### src/rtl/data_mem.sv
// Single-port word memory behind a req/ack handshake with a fixed number of wait states.
// Byte-enabled writes; out-of-range accesses are acked with err set and leave storage untouched.
module data_mem #(
    parameter int DATA_W = 16,
    parameter int ADDR_W = 16,
    parameter int DEPTH  = 256,
    parameter int WAIT   = 1
) (
    input  logic                clk,
    input  logic                rst_n,
    input  logic                req,
    input  logic                we,
    input  logic [ADDR_W-1:0]   addr,
    input  logic [DATA_W-1:0]   wdata,
    input  logic [DATA_W/8-1:0] be,
    output logic                busy,
    output logic                ack,
    output logic [DATA_W-1:0]   rdata,
    output logic                err
);
    localparam int BE_W  = DATA_W / 8;
    localparam int IDX_W = (DEPTH > 1) ? $clog2(DEPTH) : 1;
    localparam logic [ADDR_W:0] DEPTH_L = (ADDR_W + 1)'(DEPTH);

    typedef enum logic [1:0] {IDLE, WAIT_ST, RESP} state_t;

    state_t              state_q, state_d;
    logic [3:0]          cnt_q, cnt_d;
    logic                we_q;
    logic [ADDR_W-1:0]   addr_q;
    logic [DATA_W-1:0]   wdata_q;
    logic [BE_W-1:0]     be_q;
    logic                err_q;
    logic [DATA_W-1:0]   rdata_q;
    logic [DATA_W-1:0]   mem [DEPTH];

    logic                acc_we;
    logic [ADDR_W-1:0]   acc_addr;
    logic [DATA_W-1:0]   acc_wdata;
    logic [BE_W-1:0]     acc_be;
    logic                in_range;
    logic [IDX_W-1:0]    idx;
    logic [DATA_W-1:0]   old_word;
    logic [DATA_W-1:0]   merged;
    logic                enter_resp;

    // With WAIT=0 the commit happens on the accepting edge, so the live inputs are used there.
    always_comb begin
        if (state_q == IDLE) begin
            acc_we    = we;
            acc_addr  = addr;
            acc_wdata = wdata;
            acc_be    = be;
        end else begin
            acc_we    = we_q;
            acc_addr  = addr_q;
            acc_wdata = wdata_q;
            acc_be    = be_q;
        end
    end

    assign in_range = ({1'b0, acc_addr} < DEPTH_L);
    assign idx      = acc_addr[IDX_W-1:0];
    assign old_word = mem[idx];

    always_comb begin
        merged = old_word;
        for (int i = 0; i < BE_W; i++) begin
            if (acc_be[i]) merged[8*i +: 8] = acc_wdata[8*i +: 8];
        end
    end

    always_comb begin
        state_d = state_q;
        cnt_d   = cnt_q;
        case (state_q)
            IDLE: begin
                if (req) begin
                    cnt_d   = 4'(WAIT);
                    state_d = (WAIT > 0) ? WAIT_ST : RESP;
                end
            end
            WAIT_ST: begin
                cnt_d = cnt_q - 4'd1;
                if (cnt_q == 4'd1) state_d = RESP;
            end
            RESP:    state_d = IDLE;
            default: state_d = IDLE;
        endcase
    end

    assign enter_resp = rst_n && (state_d == RESP) && (state_q != RESP);

    always_ff @(posedge clk) begin
        if (!rst_n) begin
            state_q <= IDLE;
            cnt_q   <= '0;
            err_q   <= 1'b0;
            rdata_q <= '0;
        end else begin
            state_q <= state_d;
            cnt_q   <= cnt_d;
            if (enter_resp) begin
                err_q <= !in_range;
                if (!in_range)  rdata_q <= '0;
                else if (acc_we) rdata_q <= merged;
                else            rdata_q <= old_word;
            end
        end
    end

    // Request fields are data, not control: captured on accept, never reset.
    always_ff @(posedge clk) begin
        if (state_q == IDLE && req) begin
            we_q    <= we;
            addr_q  <= addr;
            wdata_q <= wdata;
            be_q    <= be;
        end
    end

    always_ff @(posedge clk) begin
        if (enter_resp && acc_we && in_range) begin
            for (int i = 0; i < BE_W; i++) begin
                if (acc_be[i]) mem[idx][8*i +: 8] <= acc_wdata[8*i +: 8];
            end
        end
    end

    assign busy  = (state_q != IDLE);
    assign ack   = (state_q == RESP);
    assign err   = ack & err_q;
    assign rdata = rdata_q;

endmodule

### config.mk
export PLATFORM = sky130hd
export DESIGN_NAME = data_mem
export DESIGN_NICKNAME = d
export VERILOG_FILES = /design/src/rtl/data_mem.sv
export SDC_FILE = /design/constraint.sdc
export NUM_CORES = 2
export LEC_CHECK = 0
export CAP_MARGIN = 25
export CORE_MARGIN = 2
export CORE_UTILIZATION = 55
export DETAILED_ROUTE_END_ITERATION = 10
export PLACE_DENSITY_LB_ADDON = 0.2
export SETUP_SLACK_MARGIN = 0.3
export SLEW_MARGIN = 10
export SYNTH_ARGS = -nofsm -noshare
export SYNTH_HDL_FRONTEND = slang
export SYNTH_SLANG_ARGS = --single-unit
### constraint.sdc
create_clock -name clk -period 10.6 [get_ports clk]
set_clock_uncertainty 0.05 [all_clocks]
set_input_delay 2.12 -clock clk [delete_from_list [all_inputs] [get_ports clk]]
set_output_delay 2.12 -clock clk [all_outputs]
set_load 0.01 [all_outputs]
==> Word-level counts from Yosys, hierarchy flattened <==
Memories as Yosys holds them, arrays and structs flattened.
Index checks and enable logic that the tools add are counted.
{ "op_classes": {"add_sub_neg": 1, "n_lt_le_gt_ge": 1, "eq_ne": 6, "n_mux": 19, "n_bitwise": 1, "n_reduce_logical": 10} }
{ "ops": {"columns": ["cell", "count"], "rows": [
  ["16-bit two-way mux", 4],
  ["16-bit by 9-bit < comparator with 1-bit output (second input constant)", 1],
  ["8-bit two-way mux", 2],
  ["4-bit case mux with 2 select lines", 1],
  ["1-bit two-way mux", 7],
  ["2-bit two-way mux", 3],
  ["1-bit logical AND", 5],
  ["2-bit == test (second input constant)", 2],
  ["4-bit by 1-bit == test with 1-bit output (second input constant)", 1],
  ["4-bit two-way mux", 1],
  ["2-bit inequality test (second input constant)", 2],
  ["2-bit case mux with 2 select lines", 1],
  ["2-bit nonzero test", 2],
  ["4-bit by 1-bit subtractor with 4-bit output (second input constant)", 1],
  ["2-bit by 1-bit == test with 1-bit output (second input constant)", 1],
  ["2-bit zero test", 1],
  ["2-bit AND reduction", 1],
  ["1-bit AND", 1],
  ["1-bit zero test", 1]
]} }
{ "word_totals": {"reg_bits": 58, "ram_bits": 4096, "inputBits": 38, "output_inout_bits": 19, "wordCells": 47, "memories": 1} }
{ "memory_table": {"columns": ["name", "depth", "word_bits", "rd", "rd_clocked_by_memory_dff", "write_ports", "line_no", "source"], "rows": [
  ["mem", 256, 16, 1, 0, 1, "35", "logic [DATA_W-1:0] mem [DEPTH];"]
]} }

==> Depth between registers and ports, before layout <==
{ "depth": {"word_depth": 10, "ltp_mapped": 15, "depth_no_buf": 11} }

==> Least setup slack after synthesis <==
No wires, ideal clock.
{ "synth_timing": {"path_kind": "input-to-reg", "start": "in wdata[0]", "end": "mem mem[0][0] (data pin)", "setup_ps": 826, "arrival_time_ps": 5233, "path_slack_ps": 4491, "stages": 2, "n_path_buf": 0, "path_cell_list": "nand2_1 nand2_1"} }
{ "synth_between": {"elab_chain_len": 1} }
{ "synth_rtl": {"columns": ["item", "line_no", "source"], "rows": [
  ["from (decl)", "14", "input logic [DATA_W-1:0] wdata,"],
  ["16-bit two-way mux", "49", "if (state_q == IDLE) begin"],
  ["named net acc_wdata[0]", "39", "logic [DATA_W-1:0] acc_wdata;"],
  ["to (decl)", "35", null]
]} }
The timed path passes the listed nets, and every way through them passes these cells.

==> Worst setup path in the final report <==
{ "layout_timing": {"start": "in addr[1]", "end": "reg rdata_q[13] (netlist: rdata[13])"} }
{ "layout_between": {"elab_chain_len": 5, "word_cells_on_any_way": 6, "cone_classes": "1 x order compare; 4 x mux; 1 x memory"} }
{ "layout_rtl": {"columns": ["item", "line_no", "source"], "rows": [
  ["from (decl)", "13", "input logic [ADDR_W-1:0] addr,"],
  ["16-bit two-way mux (*)", "49", null],
  ["memory 256 x 16 bit", null, null],
  ["8-bit two-way mux", "69", "if (acc_be[i]) merged[8*i +: 8] = acc_wdata[8*i +: 8];"],
  ["16-bit two-way mux", "106", "else if (acc_we) rdata_q <= merged;"],
  ["16-bit two-way mux (*)", "105", "if (!in_range) rdata_q <= '0;"],
  ["to (signal assigned)", "106", null],
  ["to (signal assigned)", "107", "else rdata_q <= old_word;"],
  ["to (decl)", "34", "logic [DATA_W-1:0] rdata_q;"]
]} }
Every way passes the cells marked *; elsewhere a longest branch is shown, timed or not.
A chain may end at the register's enable or synchronous reset.

==> metrics.md <==
| Metric | Value |
|---|---|
| Die area | `approximately 0.28 sq mm` |
| CTS tree | `yes` |
| Final #Nets | `between 9000 and 10000` |
| Cell taking the most area after synthesis | `edfxtp_1` |
| Ys flop type | `edfxtp_1` |
| Achievable Freq | `0.1528 GHz` |
| Pwr Density | `around 210 mW/mm^2` |
| Worst-path cell chain | `clkdlybuf4s50_1, nand2b_1, mux2_8, buf_4, buf_4, o22ai_1, o21ai_0, a41oi_1, nor4_1, o22a_1, nand4_1, a21oi_1` |
| Most frequent cells after synthesis | `edfxtp_1, o22ai_1, o21ai_0` |
| Final WS setup | `between 4000 and 5000 ps` |
| Area Overhead vs Synth | `11.51%` |
| Synth Warn # | `0` |
| Placer Congestion | `about 0.87` |
| Mapped Area | `around 0.15 sq mm` |
| Met3 WL | `around 50 mm` |
| Worst Hold Class | `flip-flop to flip-flop` |
| Synth cell types | `47` |
| FFs w/ async S/R, synth | `0%` |
| Pwr Total | `around 0.036 W` |
| Setup WS pre-CTS | `3399 ps` |
| Fin. Hold Viols | `0` |
| Top-count cell post-synth | `edfxtp_1` |
| Skew-Pair Late Insertion Delay | `roughly 930 ps` |
| WL per Instance | `~32 um` |
| DRT iter0 DRCs | `~14000` |
| CP required | `between 10000 and 15000 ps` |
| Final period util | `between 60% and 70%` |
| Util after Layout | `roughly three fifths` |
| Max VDD drop | `about 0.15 mV` |
| Post-CTS Repair Setup Buffers | `0` |
| Vias/cell | `6.888` |
| Slew Viols, Final | `0` |
| Buffers added on ports | `56` |
| Die Ht | `approximately 530 um` |
| Number of fill cells | `~19000` |
| Number of flops mapped to enable cells by yosys | `around 4100` |
| CP top delay family | `buffers and inverters` |
| GRT Residual Overflow | `0` |
| Drt pass-1 iters | `8` |
| Layout cells sized above 1 | `a little under a tenth` |
| Cells after Synth | `approximately 9000` |
| Fin area | `0.1693 sq mm` |
| CP endpoint kind | `flip-flop` |
| Starting Density | `55.40%` |
| Num Clock Sinks | `slightly above 4000` |
| Core box area | `approximately 0.27 sq mm` |
| Largest net degree at the start of global routing | `approximately 190` |
| Wl on met1 | `~160 mm` |
| Via count | `89720` |
| CP Buf/Inv Count | `3` |
| #FFs+latches synth | `between 4000 and 5000` |
| Critical path fanouts, max | `between 80 and 90` |
| Vias in the first global route | `between 80000 and 90000` |
| Initial antenna violation count | `24` |
| Setup crit start kind | `input port` |
| H-Tree Depth | `5` |
| Setup violations, final | `0` |
| Syn avg cell area | `~17 sq um` |
| Post-DP HPWL | `240.1 mm` |
| Num CTS Buffers | `between 300 and 400` |
| # hold bufs at CTS | `0` |
| Row Count | `between 150 and 200` |
| Seq/Total Area, Yosys | `between 80 and 90%` |
| Setup CP Type | `input port to flip-flop` |
| Slew margin rel. | `between 15 and 20%` |
| # DRC | `0` |
| Met2 WL post-DR | `about 200 mm` |
| Fin crit period | `about 6500 ps` |
| Syn nets | `about 9100` |
| TNS Setup | `0 ps` |
| Critical path arrival | `7310 ps` |
| Max-cap violations | `0` |
| Die X | `529.5 um` |
| Worst path most repeated cell | `buf_4` |
| I/O Pins | `57` |
| GRT Total Usage | `approximately 30%` |
| Status | `complete, no violations` |
| Slowest Stage Delay on Critical Path | `roughly 900 ps` |
| Synth top area share | `between 80% and 90%` |
| Clock Tree Buf Depth | `4` |
| Ranking of synthesized cells by area | `edfxtp_1, o22ai_1, o21ai_0` |
| Worst slew pin tran | `1231 ps` |
| Lkg Pwr | `approximately 50 nW` |
| RSZ-0062 raised after global routing | `no` |
| DR top layer | `met5` |
| Root cell of the clock tree | `clkbuf_16` |
| Clk slew on worst S/H paths | `roughly 60 ps` |
| Total Routed Length | `roughly 420 mm` |
| Routed Antenna Nets | `0` |
| Placed cell area | `roughly 0.16 sq mm` |
| Slowest CP cell | `nor4_1` |
| Global-route wire length before repair | `~600 mm` |
| PostCTS Resize Cnt | `0` |
==> registers in the layout, summed over array words and instances, names as in the netlist <==
signal,count
addr_q,16
be_q,2
cnt_q,4
err_q,1
mem,4096
rdata,16
state_q,2
wdata_q,16
we_q,1
==> worst min-delay path, delay by kind of cell (launching register included) <==
family | cells | cell delay [ps]
AOI/OAI and AO/OA | 1 | 70
and+or+nand+nor | 1 | 70
DFF | 1 | 340
==> cells by family after synthesis <==
group	after synthesis	synth area share, %
buf+inv	710	2.168
simple gates	744	2.034
flops	4154	81.99
compound gates	3422	13.75
fa+ha+maj	2	0.01648
mux	6	0.04284
==> final timing paths <==
path                            depth (start not counted)  slack [ps]                     end                  start
worst max-delay path                                   12        4060  rdata[13]$_SDFFE_PN0P_                addr[1]
worst min-delay path                                    2         470   cnt_q[1]$_SDFFE_PN0P_  cnt_q[1]$_SDFFE_PN0P_
worst max register to register                         13        4130  rdata[13]$_SDFFE_PN0P_  state_q[1]$_SDFF_PN0_
worst min register to register                          2         470   cnt_q[1]$_SDFFE_PN0P_  cnt_q[1]$_SDFFE_PN0P_
==> metal layers <==
metal  vias to the layer above  global-route usage, %
li1                      37540                      -
met3                       816                  6.333
met4                        24                  10.92
met1                     45640                  42.23
met2                      5691                  45.23
met5                         -                      0
==> through the flow <==
stage                     hold slack [ps]  instances
after floorplan                     389.0       9038
after global placement              437.1      12280
after detailed placement            453.8      12290
after CTS                           480.8      13010
after global routing                556.8      13020
final                               472.3      13030
==> placed cells by master (no fill, tap or decap), types with 5 or more instances in the layout <==
master / instances
nand2_2: 16
o22ai_1: 2054
nand2b_1: 13
a222oi_1: 5
clkdlybuf4s50_1: 56
a22oi_1: 18
a41oi_1: 238
nand3b_1: 7
clkbuf_8: 9
inv_1: 16
clkbuf_1: 71
nand3_2: 14
clkinv_1: 79
diode_2: 6
nand2_4: 19
buf_4: 156
o21ai_1: 11
o41ai_1: 30
nand4_1: 28
bufinv_16: 43
a21oi_1: 13
nor2_1: 522
nor4_1: 15
nand3_1: 18
o21ai_0: 1020
clkinv_4: 5
nand2_1: 61
clkinvlp_4: 16
clkinv_2: 88
dfxtp_1: 23
buf_12: 43
edfxtp_1: 4131
o41ai_2: 12
clkbuf_16: 405
inv_6: 5
==> where the power goes <==
part	internal, W	switching, W	total [W]
Combinational	0.000608	0.00228	0.00289
Sequential	0.0185	0.0000101	0.0185
Clock	0.00810	0.00600	0.0141
Total	0.0272	0.00830	0.0355
==> cell type report <==
type / instances / area (sq um) / area share (%)
diodes: 6 / 15.01 / 0.008866
clock buffers: 485 / 10530 / 6.215
clock inverters: 240 / 2308 / 1.363
inverters: 17 / 66.31 / 0.03916
multi-input cells: 4174 / 24580 / 14.52
flip-flops and latches: 4154 / 124500 / 73.52
well taps: 3686 / 4612 / 2.723
repair buffers: 263 / 2723 / 1.608
Note: power is estimated with default switching activity, not from simulation.
